`src/rtl/rank_pkg.sv`:
```
// Shared definitions for the rank-ordered PIFO: default field widths and the
// entry record (valid, queue, priority) used when viewing a slot as a unit.
package rank_pkg;

  localparam int PRIORITY_WIDTH_DEF    = 12;
  localparam int QUEUE_INDEX_WIDTH_DEF = 6;

  // One sorted slot at default widths; prio is named to avoid the SV keyword.
  typedef struct packed {
    logic                             valid;
    logic [QUEUE_INDEX_WIDTH_DEF-1:0] queue;
    logic [PRIORITY_WIDTH_DEF-1:0]    prio;
  } entry_t;

endpackage

```
`src/rtl/rank_pifo_cell.sv`:
```
// One slot of the PIFO shift array. Each slot decides locally whether to
// hold, take the new entry, take its left neighbour (push shifts right) or
// take its right neighbour (pop shifts left), using only its own and its
// neighbours' "new entry sorts after me" flags.
module rank_pifo_cell import rank_pkg::*; #(
  parameter int PRIORITY_WIDTH    = PRIORITY_WIDTH_DEF,
  parameter int QUEUE_INDEX_WIDTH = QUEUE_INDEX_WIDTH_DEF,
  parameter bit IS_HEAD           = 1'b0
) (
  input  logic                         clk,
  input  logic                         rst,
  input  logic                         push,
  input  logic                         pop,
  input  logic [QUEUE_INDEX_WIDTH-1:0] new_queue,
  input  logic [PRIORITY_WIDTH-1:0]    new_prio,
  input  logic                         left_valid,
  input  logic [QUEUE_INDEX_WIDTH-1:0] left_queue,
  input  logic [PRIORITY_WIDTH-1:0]    left_prio,
  input  logic                         left_go,
  input  logic                         right_valid,
  input  logic [QUEUE_INDEX_WIDTH-1:0] right_queue,
  input  logic [PRIORITY_WIDTH-1:0]    right_prio,
  input  logic                         right_go,
  output logic                         valid,
  output logic [QUEUE_INDEX_WIDTH-1:0] queue,
  output logic [PRIORITY_WIDTH-1:0]    prio,
  output logic                         go_after
);

  logic                         valid_q, valid_d;
  logic [QUEUE_INDEX_WIDTH-1:0] queue_q, queue_d;
  logic [PRIORITY_WIDTH-1:0]    prio_q, prio_d;

  // Ties use <= so a new entry lands behind every equal-rank entry.
  assign go_after = valid_q && (prio_q <= new_prio);

  // Select next slot contents from hold / new / left / right.
  always_comb begin
    valid_d = valid_q;
    queue_d = queue_q;
    prio_d  = prio_q;
    unique case ({push, pop})
      2'b10: begin
        if (go_after) begin
          valid_d = valid_q;
        end else if (IS_HEAD || left_go) begin
          valid_d = 1'b1;
          queue_d = new_queue;
          prio_d  = new_prio;
        end else begin
          valid_d = left_valid;
          queue_d = left_queue;
          prio_d  = left_prio;
        end
      end
      2'b01: begin
        valid_d = right_valid;
        queue_d = right_queue;
        prio_d  = right_prio;
      end
      2'b11: begin
        // Old head leaves; remaining entries shift left while the new entry
        // is placed in sorted position among them.
        if (right_go) begin
          valid_d = right_valid;
          queue_d = right_queue;
          prio_d  = right_prio;
        end else if (IS_HEAD || go_after) begin
          valid_d = 1'b1;
          queue_d = new_queue;
          prio_d  = new_prio;
        end else begin
          valid_d = valid_q;
        end
      end
      default: begin
        valid_d = valid_q;
      end
    endcase
  end

  // Slot storage; empty slots always carry queue 0 and the least urgent rank.
  always_ff @(posedge clk or posedge rst) begin
    if (rst) begin
      valid_q <= 1'b0;
      queue_q <= '0;
      prio_q  <= '1;
    end else begin
      valid_q <= valid_d;
      queue_q <= queue_d;
      prio_q  <= prio_d;
    end
  end

  assign valid = valid_q;
  assign queue = queue_q;
  assign prio  = prio_q;

endmodule

```
`src/rtl/rank_pifo.sv`:
```
// Rank-ordered push-in/first-out queue built from a linear array of
// rank_pifo_cell slots kept sorted ascending by priority (slot 0 = head).
// Optional feature: define RANK_PIFO_STATS_EN to build the occupancy
// high-water mark; otherwise status_max_count is tied to zero.
module rank_pifo import rank_pkg::*; #(
  parameter int PIFO_DEPTH        = 16,
  parameter int PRIORITY_WIDTH    = PRIORITY_WIDTH_DEF,
  parameter int QUEUE_COUNT       = 64,
  parameter int QUEUE_INDEX_WIDTH = QUEUE_INDEX_WIDTH_DEF
) (
  input  logic                         clk,
  input  logic                         rst,
  input  logic [QUEUE_INDEX_WIDTH-1:0] s_axis_doorbell_queue,
  input  logic [PRIORITY_WIDTH-1:0]    s_axis_doorbell_priority,
  input  logic                         s_axis_doorbell_valid,
  output logic                         s_axis_doorbell_ready,
  output logic [QUEUE_INDEX_WIDTH-1:0] m_axis_sched_queue,
  output logic [PRIORITY_WIDTH-1:0]    m_axis_sched_priority,
  output logic                         m_axis_sched_valid,
  input  logic                         m_axis_sched_ready,
  output logic [QUEUE_COUNT-1:0]       pifo_pop_signal,
  output logic [$clog2(PIFO_DEPTH):0]  status_count,
  output logic [$clog2(PIFO_DEPTH):0]  status_max_count
);

  localparam int CW = $clog2(PIFO_DEPTH) + 1;

  logic                         slot_valid [PIFO_DEPTH];
  logic [QUEUE_INDEX_WIDTH-1:0] slot_queue [PIFO_DEPTH];
  logic [PRIORITY_WIDTH-1:0]    slot_prio  [PIFO_DEPTH];
  logic                         slot_go    [PIFO_DEPTH];

  logic                   push, pop;
  logic [CW-1:0]          count_q, count_d;
  logic                   ready_q, ready_d;
  logic [QUEUE_COUNT-1:0] pop_sig_q, pop_sig_d;

  assign push = s_axis_doorbell_valid && ready_q;
  assign pop  = slot_valid[0] && m_axis_sched_ready;

  for (genvar i = 0; i < PIFO_DEPTH; i++) begin : g_slot
    logic                         l_valid, r_valid, l_go, r_go;
    logic [QUEUE_INDEX_WIDTH-1:0] l_queue, r_queue;
    logic [PRIORITY_WIDTH-1:0]    l_prio, r_prio;

    if (i == 0) begin : g_left_edge
      assign l_valid = 1'b0;
      assign l_queue = '0;
      assign l_prio  = '1;
      assign l_go    = 1'b1;
    end else begin : g_left
      assign l_valid = slot_valid[i-1];
      assign l_queue = slot_queue[i-1];
      assign l_prio  = slot_prio[i-1];
      assign l_go    = slot_go[i-1];
    end

    if (i == PIFO_DEPTH - 1) begin : g_right_edge
      assign r_valid = 1'b0;
      assign r_queue = '0;
      assign r_prio  = '1;
      assign r_go    = 1'b0;
    end else begin : g_right
      assign r_valid = slot_valid[i+1];
      assign r_queue = slot_queue[i+1];
      assign r_prio  = slot_prio[i+1];
      assign r_go    = slot_go[i+1];
    end

    rank_pifo_cell #(
      .PRIORITY_WIDTH    (PRIORITY_WIDTH),
      .QUEUE_INDEX_WIDTH (QUEUE_INDEX_WIDTH),
      .IS_HEAD           (i == 0)
    ) u_cell (
      .clk         (clk),
      .rst         (rst),
      .push        (push),
      .pop         (pop),
      .new_queue   (s_axis_doorbell_queue),
      .new_prio    (s_axis_doorbell_priority),
      .left_valid  (l_valid),
      .left_queue  (l_queue),
      .left_prio   (l_prio),
      .left_go     (l_go),
      .right_valid (r_valid),
      .right_queue (r_queue),
      .right_prio  (r_prio),
      .right_go    (r_go),
      .valid       (slot_valid[i]),
      .queue       (slot_queue[i]),
      .prio        (slot_prio[i]),
      .go_after    (slot_go[i])
    );
  end

  // Occupancy, registered ready and per-queue dequeue toggles.
  always_comb begin
    count_d   = count_q + CW'(push) - CW'(pop);
    ready_d   = count_d < CW'(PIFO_DEPTH);
    pop_sig_d = pop_sig_q;
    if (pop) begin
      pop_sig_d = pop_sig_q ^ (QUEUE_COUNT'(1) << slot_queue[0]);
    end
  end

  // Control state; ready rises on the first edge after reset releases.
  always_ff @(posedge clk or posedge rst) begin
    if (rst) begin
      count_q   <= '0;
      ready_q   <= 1'b0;
      pop_sig_q <= '0;
    end else begin
      count_q   <= count_d;
      ready_q   <= ready_d;
      pop_sig_q <= pop_sig_d;
    end
  end

`ifdef RANK_PIFO_STATS_EN
  logic [CW-1:0] max_q, max_d;

  // High-water mark trails the occupancy by one cycle.
  always_comb begin
    max_d = (count_q > max_q) ? count_q : max_q;
  end

  // High-water mark register.
  always_ff @(posedge clk or posedge rst) begin
    if (rst) begin
      max_q <= '0;
    end else begin
      max_q <= max_d;
    end
  end

  assign status_max_count = max_q;
`else
  assign status_max_count = '0;
`endif

  assign s_axis_doorbell_ready = ready_q;
  assign m_axis_sched_valid    = slot_valid[0];
  assign m_axis_sched_queue    = slot_queue[0];
  assign m_axis_sched_priority = slot_prio[0];
  assign pifo_pop_signal       = pop_sig_q;
  assign status_count          = count_q;

endmodule

```
`config.mk`:
```
export PLATFORM = sky130hd
export DESIGN_NAME = rank_pifo
export DESIGN_NICKNAME = d
export VERILOG_FILES = /design/src/rtl/rank_pkg.sv /design/src/rtl/rank_pifo_cell.sv /design/src/rtl/rank_pifo.sv
export SDC_FILE = /design/constraint.sdc
export NUM_CORES = 2
export LEC_CHECK = 0
export CAP_MARGIN = 20
export CORE_ASPECT_RATIO = 1.2
export CORE_MARGIN = 2
export CORE_UTILIZATION = 30
export DETAILED_ROUTE_END_ITERATION = 12
export GPL_TIMING_DRIVEN = 0
export SETUP_SLACK_MARGIN = 0.3
export SYNTH_ARGS = -nofsm -noshare
export SYNTH_HDL_FRONTEND = slang
export SYNTH_SLANG_ARGS = --single-unit
export TNS_END_PERCENT = 5
```
`constraint.sdc`:
```
create_clock -name clk -period 15.32 [get_ports clk]
set_input_delay 3.064 -clock clk [delete_from_list [all_inputs] [get_ports clk]]
set_output_delay 3.064 -clock clk [all_outputs]
set_load 0.1 [all_outputs]
```
==> impl_metrics.tcl <==
set metrics [dict create \
    drive_above_1_share_pct 15.8 \
    cellLeakagePower_nw 13.0 \
    path_clk_slew_ns 0.06 \
    synth_adder_area_share_pct 9.39 \
    p_total_w 0.00229 \
    cts-root-buf "clkbuf_16" \
    preCtsSetupSlack_ns 5.67 \
    fp.dieH_um 332 \
    initial_core_util_pct 30.2 \
    fill_cells 9278 \
    ctsHtreeMaxLevel 2 \
    rsz0062_at_grt "no" \
    critPathKind "in -> reg" \
    grt_use_total_pct 26.5 \
    grt_pass1_vias 26000 \
    die_x_um 277 \
    netlist_area_um2 26900 \
    hold_class "reg -> reg" \
    cts_resized 0 \
    ant_nets 0 \
    via_per_inst 6.14 \
    critPathLaunchType "primary input" \
    num_rows 120 \
    crit_fanout 11 \
    muxShareOfSynthArea_pct 7.38 \
    antenna_found_initial 2 \
    clock.fmax_ghz 0.105 \
    post_drt_wl_per_cell_um 29.1 \
    finalCritPeriodShare_pct 62.0 \
    final_nets 3351 \
    hpwl_um 98000 \
    grt-ovfl-total 0 \
    yosysWarnings 0 \
    syn_area_per_cell_um2 9.14 \
    io_pins 116 \
    cts_hold_buf 0 \
    fp.coreArea_um2 89000 \
    dpl.cell_count 4232 \
    relSlewSlack_pct 12.8 \
    cp.arrival_ns 10.04 \
    synth_seq_cells 374 \
    cts_tree "yes" \
    syn2layout_area_growth_pct 17.3 \
    grt_first_pass_wirelength_um 182000 \
    hold_viol 0 \
    fin_cells 4326 \
    synthCells 2938 \
    drc 0 \
    synth_xor_area_share_pct 2.22 \
    drt_wl_total_um 126000 \
    cts_inserted_buffers 48 \
    synth_edf_count 0 \
    utilization_pct 35.4 \
    dr_total_vias 26600 \
    synth_top_family_by_area "compound AO/OA/AOI/OAI gates" \
    required_ns 15.86 \
    synth_ff_type "dfstp_2" \
    clk_latency_ns 0.62 \
    fin_skew_ns 0.0293 \
    status "completed" \
    ys_seq_area_share_pct 35.7 \
    setup_slack_ns 5.82 \
    synth_cell_types 81 \
    die_area_um2 92000 \
    max-clock-path-buffers 3 \
    setup_viol 0 \
    multi_input_area_um2 16000 \
    maxCapViolCount 0 \
    grt_max_degree 112 \
    place.gp.congestion 0.981 \
    peakVddDrop_uv 72.8 \
    worst_pin_slew_ns 1.31 \
    yosys.area_share.simple_pct 12.0 \
    diodes 0 \
    seqCellArea_um2 9600 \
    period_minus_slack_ns 9.50 \
    slew_viol_final 0 \
    port_buffers 109 \
    cellPowerDensity_nw_per_um2 72.7 \
    asyncSetResetFlopFracSynth_pct 100 \
    drt_iter0_drc 2943 \
    cts_setup_buffers 0 \
    end_kind "flop" \
    synth_compound_area_share_pct 28.5 \
    drt_pass1_iterations 6 \
    clock_sinks 374 \
]
cells by family (layout without fill, tap and decap cells):
kind of cell             Yosys count  count (layout)
AO/OA/AOI/OAI                   1079            1079
AND/OR/NAND/NOR                  717             717
flip-flops                       374             374
buffers and inverters            310             535
adder cells (fa/ha/maj)          201             201
multiplexers                     188             188
XOR/XNOR                          68              68
other                              1               5
cell usage after synthesis (35+ instances only):
master | n | area [um^2]
o22ai_1 | 107 | 669
dfrtp_1 | 182 | 4550
ha_1 | 200 | 2500
a2bb2oi_1 | 37 | 324
o21ai_0 | 85 | 425
mux2_2 | 80 | 901
a221oi_1 | 167 | 1460
xnor2_1 | 39 | 342
a21oi_1 | 293 | 1470
inv_1 | 70 | 263
nor2_1 | 228 | 856
o32ai_1 | 35 | 307
nand4_1 | 45 | 282
a211oi_1 | 75 | 563
nand3_1 | 96 | 480
clkbuf_1 | 172 | 646
mux2i_1 | 108 | 1080
o221a_2 | 35 | 394
dfstp_2 | 192 | 5040
nand2_1 | 228 | 856
flip-flops by register name, summed over array words and instances (netlist names):
name,cells
g_slot.u_cell.valid,16
g_slot.u_cell.prio,192
status_count,5
pifo_pop_signal,64
s_axis_doorbell_ready,1
g_slot.u_cell.queue,96
area by class of cell:
type                    instances  share of cell area (%)
plain buffers                 236                    3.18
clock inverters                10                   0.270
multi-input cells            2258                    50.8
clock buffers                  79                    4.57
flip-flops and latches        374                    30.5
repair buffers                136                    5.23
inverters                      74                   0.905
well taps                    1159                    4.60
critical path, stage by stage:
cell and delay, ns:
clkdlybuf4s50_1 0.56, nand2_1 0.23, clkbuf_1 0.81, buf_1 0.37, clkbuf_1 0.63, ha_1 0.27, clkbuf_1 0.80, inv_1 0.19
nand2_1 0.13, clkbuf_1 0.68, clkbuf_1 0.89, clkbuf_1 1.01, o221a_2 0.36
worst paths after layout:
| kind | to | cells past startpoint | slack (ns) | start |
|---|---|---|---|---|
| worst max-delay path | g_slot[2].u_cell.queue[3]$_DFFE_PP0P_ | 13 | 5.82 | m_axis_sched_ready |
| worst min-delay path | pifo_pop_signal[37]$_DFFE_PP0P_ | 1 | 0.46 | pifo_pop_signal[37]$_DFFE_PP0P_ |
| worst max register to register | g_slot[2].u_cell.queue[3]$_DFFE_PP0P_ | 12 | 8.46 | g_slot[0].u_cell.valid$_DFFE_PP0P_ |
| worst min register to register | pifo_pop_signal[37]$_DFFE_PP0P_ | 1 | 0.46 | pifo_pop_signal[37]$_DFFE_PP0P_ |
| max in group asynchronous | g_slot[9].u_cell.queue[3]$_DFFE_PP0P_ | 3 | 11.37 | rst |
| min in group asynchronous | g_slot[14].u_cell.queue[5]$_DFFE_PP0P_ | 2 | 2.95 | rst |
metrics by stage:
step	area, um^2	hold slack, ns	setup TNS, ns
floorplan	26900	0.463	0
detailed placement	29900	0.461	0
global placement	29400	0.456	-657.38
finish	31500	0.463	0
CTS	31500	0.468	0
global route	31500	0.473	0
metal layers:
layer | vias up | wire length [um] | track usage [%]
met3 | 400 | 9360 | 3.88
li1 | 11800 | - | -
met2 | 1402 | 57400 | 43.3
met5 | - | 0 | 0
met1 | 13000 | 49500 | 32.7
met4 | 0 | 9480 | 17.3
where the power goes:
group	internal [W]	switching (W)	total, W
clock	0.000655	0.000487	0.00114
combinational	0.0000431	0.000116	0.000159
sequential	0.000991	0	0.000991
total	0.00169	0.000602	0.00229
placed cells by master (no fill, tap or decap), drive strengths merged, types with 30 or more instances in the layout:
| master | instances |
|---|---|
| clkbuf | 253 |
| inv | 74 |
| nor3 | 30 |
| a221oi | 167 |
| o32ai | 36 |
| a211oi | 75 |
| dfrtp | 182 |
| a2bb2oi | 37 |
| mux2 | 80 |
| nor2 | 230 |
| o21ai | 96 |
| clkdlybuf4s50 | 108 |
| nand2 | 229 |
| o22ai | 109 |
| dfstp | 192 |
| buf | 90 |
| o221a | 35 |
| a21oi | 297 |
| ha | 200 |
| mux2i | 108 |
| o211ai | 34 |
| xnor2 | 39 |
| nand3 | 96 |
| nand4 | 45 |
Power figures use the tool's default switching activity.
==> variant: new RTL, same flow settings <==
Add a define of `RANK_PIFO_STATS_EN`.
--- a/src/rtl/rank_pifo.sv
+++ b/src/rtl/rank_pifo.sv
@@ -2,6 +2,8 @@
 // rank_pifo_cell slots kept sorted ascending by priority (slot 0 = head).
 // Optional feature: define RANK_PIFO_STATS_EN to build the occupancy
 // high-water mark; otherwise status_max_count is tied to zero.
+`define RANK_PIFO_STATS_EN
+
 module rank_pifo import rank_pkg::*; #(
   parameter int PIFO_DEPTH        = 16,
   parameter int PRIORITY_WIDTH    = PRIORITY_WIDTH_DEF,
Function: changed (Yosys sat finds a counterexample within 4 cycles, from zero or initial values and one cycle with rst high).
==> variant against the original RTL <==
Routed wire length is 4.7% lower; via count is 1.0% higher; sequential share of layout area is 0.54 points lower; area after synthesis is 2.9% higher; sequential cell count is 5 higher; global-route usage is 1.7 points lower; design area is 3.1% higher; maximum frequency is 8.5% higher; worst setup slack better by 0.74 ns; critical path type unchanged.
Power is left out: it rests on default switching activity, and per cell area and clock period it moved more than threefold.
==> variant: results (changes against the original RTL) <==
- Status: completed
- Port Buffers: 112 (+2.8%)
- Worst r2r path cells: 14 (+2)
- First-iteration detailed-routing DRC count: 2744 (-6.8%)
- R2r endpoint: g_slot[4].u_cell.valid
- Hold_sp: pifo_pop_signal[36]
- Fin nets: 3437 (+2.6%)
- Yosys top cell area share: 0.1825 (-0.005253)
- Gpl congestion: 0.9304 (-5.1%)
- Ys async rst share: 1.000 (unchanged)
- Seq/Total Area, Yosys: 0.3518 (-0.005468)
- Yosys cell types: 70 (-14%)
- Post-Synth XOR/XNOR Area: 0.02155 (-0.0006201)
- Via count: 26.83k (+1.0%)
- Global-route wire length before repair: 176.0 mm (-3.2%)
- Area share of fa/ha/maj cells after synthesis: 0.09352 (-0.0003631)
- Worst reg2reg setup slack: 9.07 ns (+0.61 ns)
- DR vias/cell: 5.984 (-2.5%)
- Clock Skew: 0.03700 ns (+0.007744 ns)
- TritonCTS buffer count: 49 (+2.1%)
- Clock insertion delay at the later pin of the skew report: 0.64 ns (+0.02 ns)
- Top post-synthesis cells by area: dfstp_2 (18%), dfrtp_1 (17%), ha_1 (9.3%)
- HPWL Detailed: 89.43 mm (-8.7%)
- Syn Inst Count: 3021 (+2.8%)
- Number of stages on the worst hold path: 1 (unchanged)
- Mux contribution to synthesized area: 0.08556 (+0.01179)
- Worst Tran Pin Value: 1.260 ns (-0.04859 ns)
- Synth top cells by count: a21oi_1 (301), nor2_1 (291), ha_1 (205), dfstp_2 (192), dfrtp_1 (187)
- CP Data Arrival Time: 9.19 ns (-0.85 ns)
- Largest net degree at the start of global routing: 118 (+5.4%)
- GRT Util Overall: 0.2479 (-0.01744)
- Placed cells: 4386 (+3.6%)
- Hold endpoint: pifo_pop_signal[36]
- Post-synthesis compound-gate area fraction: 0.2818 (-0.003267)
- Worst path max stage delay: 0.86 ns (-0.15 ns)
- Vias in the first global route: 26.26k (+0.96%)
[variant: layer usage]
metal | vias to the layer above | global-route usage | wire, um
li1 | 11910 | - | -
met1 | 13100 | 0.3133 | 48220
met2 | 1425 | 0.3822 | 52270
met3 | 397 | 0.06015 | 11530
met4 | 2 | 0.1480 | 7759
met5 | - | 0 | 11
[variant: cell type report]
type	count	area, um^2
inverters	103	394.1
diodes	3	7.507
well taps	1230	1539
multi-input cells	2296	16500
fillers	9294	58480
clock inverters	22	252.7
plain buffers	243	1026
repair buffers	137	1644
flip-flops and latches	379	9724
clock buffers	70	1415
[variant: per-stage QoR]
| stage | hold WS, ns | util | setup slack (ns) | cell area [um^2] |
|---|---|---|---|---|
| after floorplan | 0.4603 | - | 2.045 | 27640 |
| after global placement | 0.4562 | 0.3330 | -3.736 | 30300 |
| after detailed placement | 0.4557 | 0.3386 | 6.416 | 30810 |
| after CTS | 0.4683 | 0.3570 | 7.047 | 32480 |
| after global routing | 0.4803 | 0.3572 | 6.767 | 32500 |
| final | 0.4624 | 0.3573 | 6.568 | 32510 |
[variant: cells by family (layout without fill, tap and decap cells)]
kind of cell / Yosys count / count (layout)
compound gates: 1118 / 1118
fa+ha+maj: 206 / 206
mux: 226 / 226
simple gates: 678 / 678
flops: 379 / 379
other cells: 0 / 3
xor+xnor: 68 / 68
buf+inv: 346 / 575
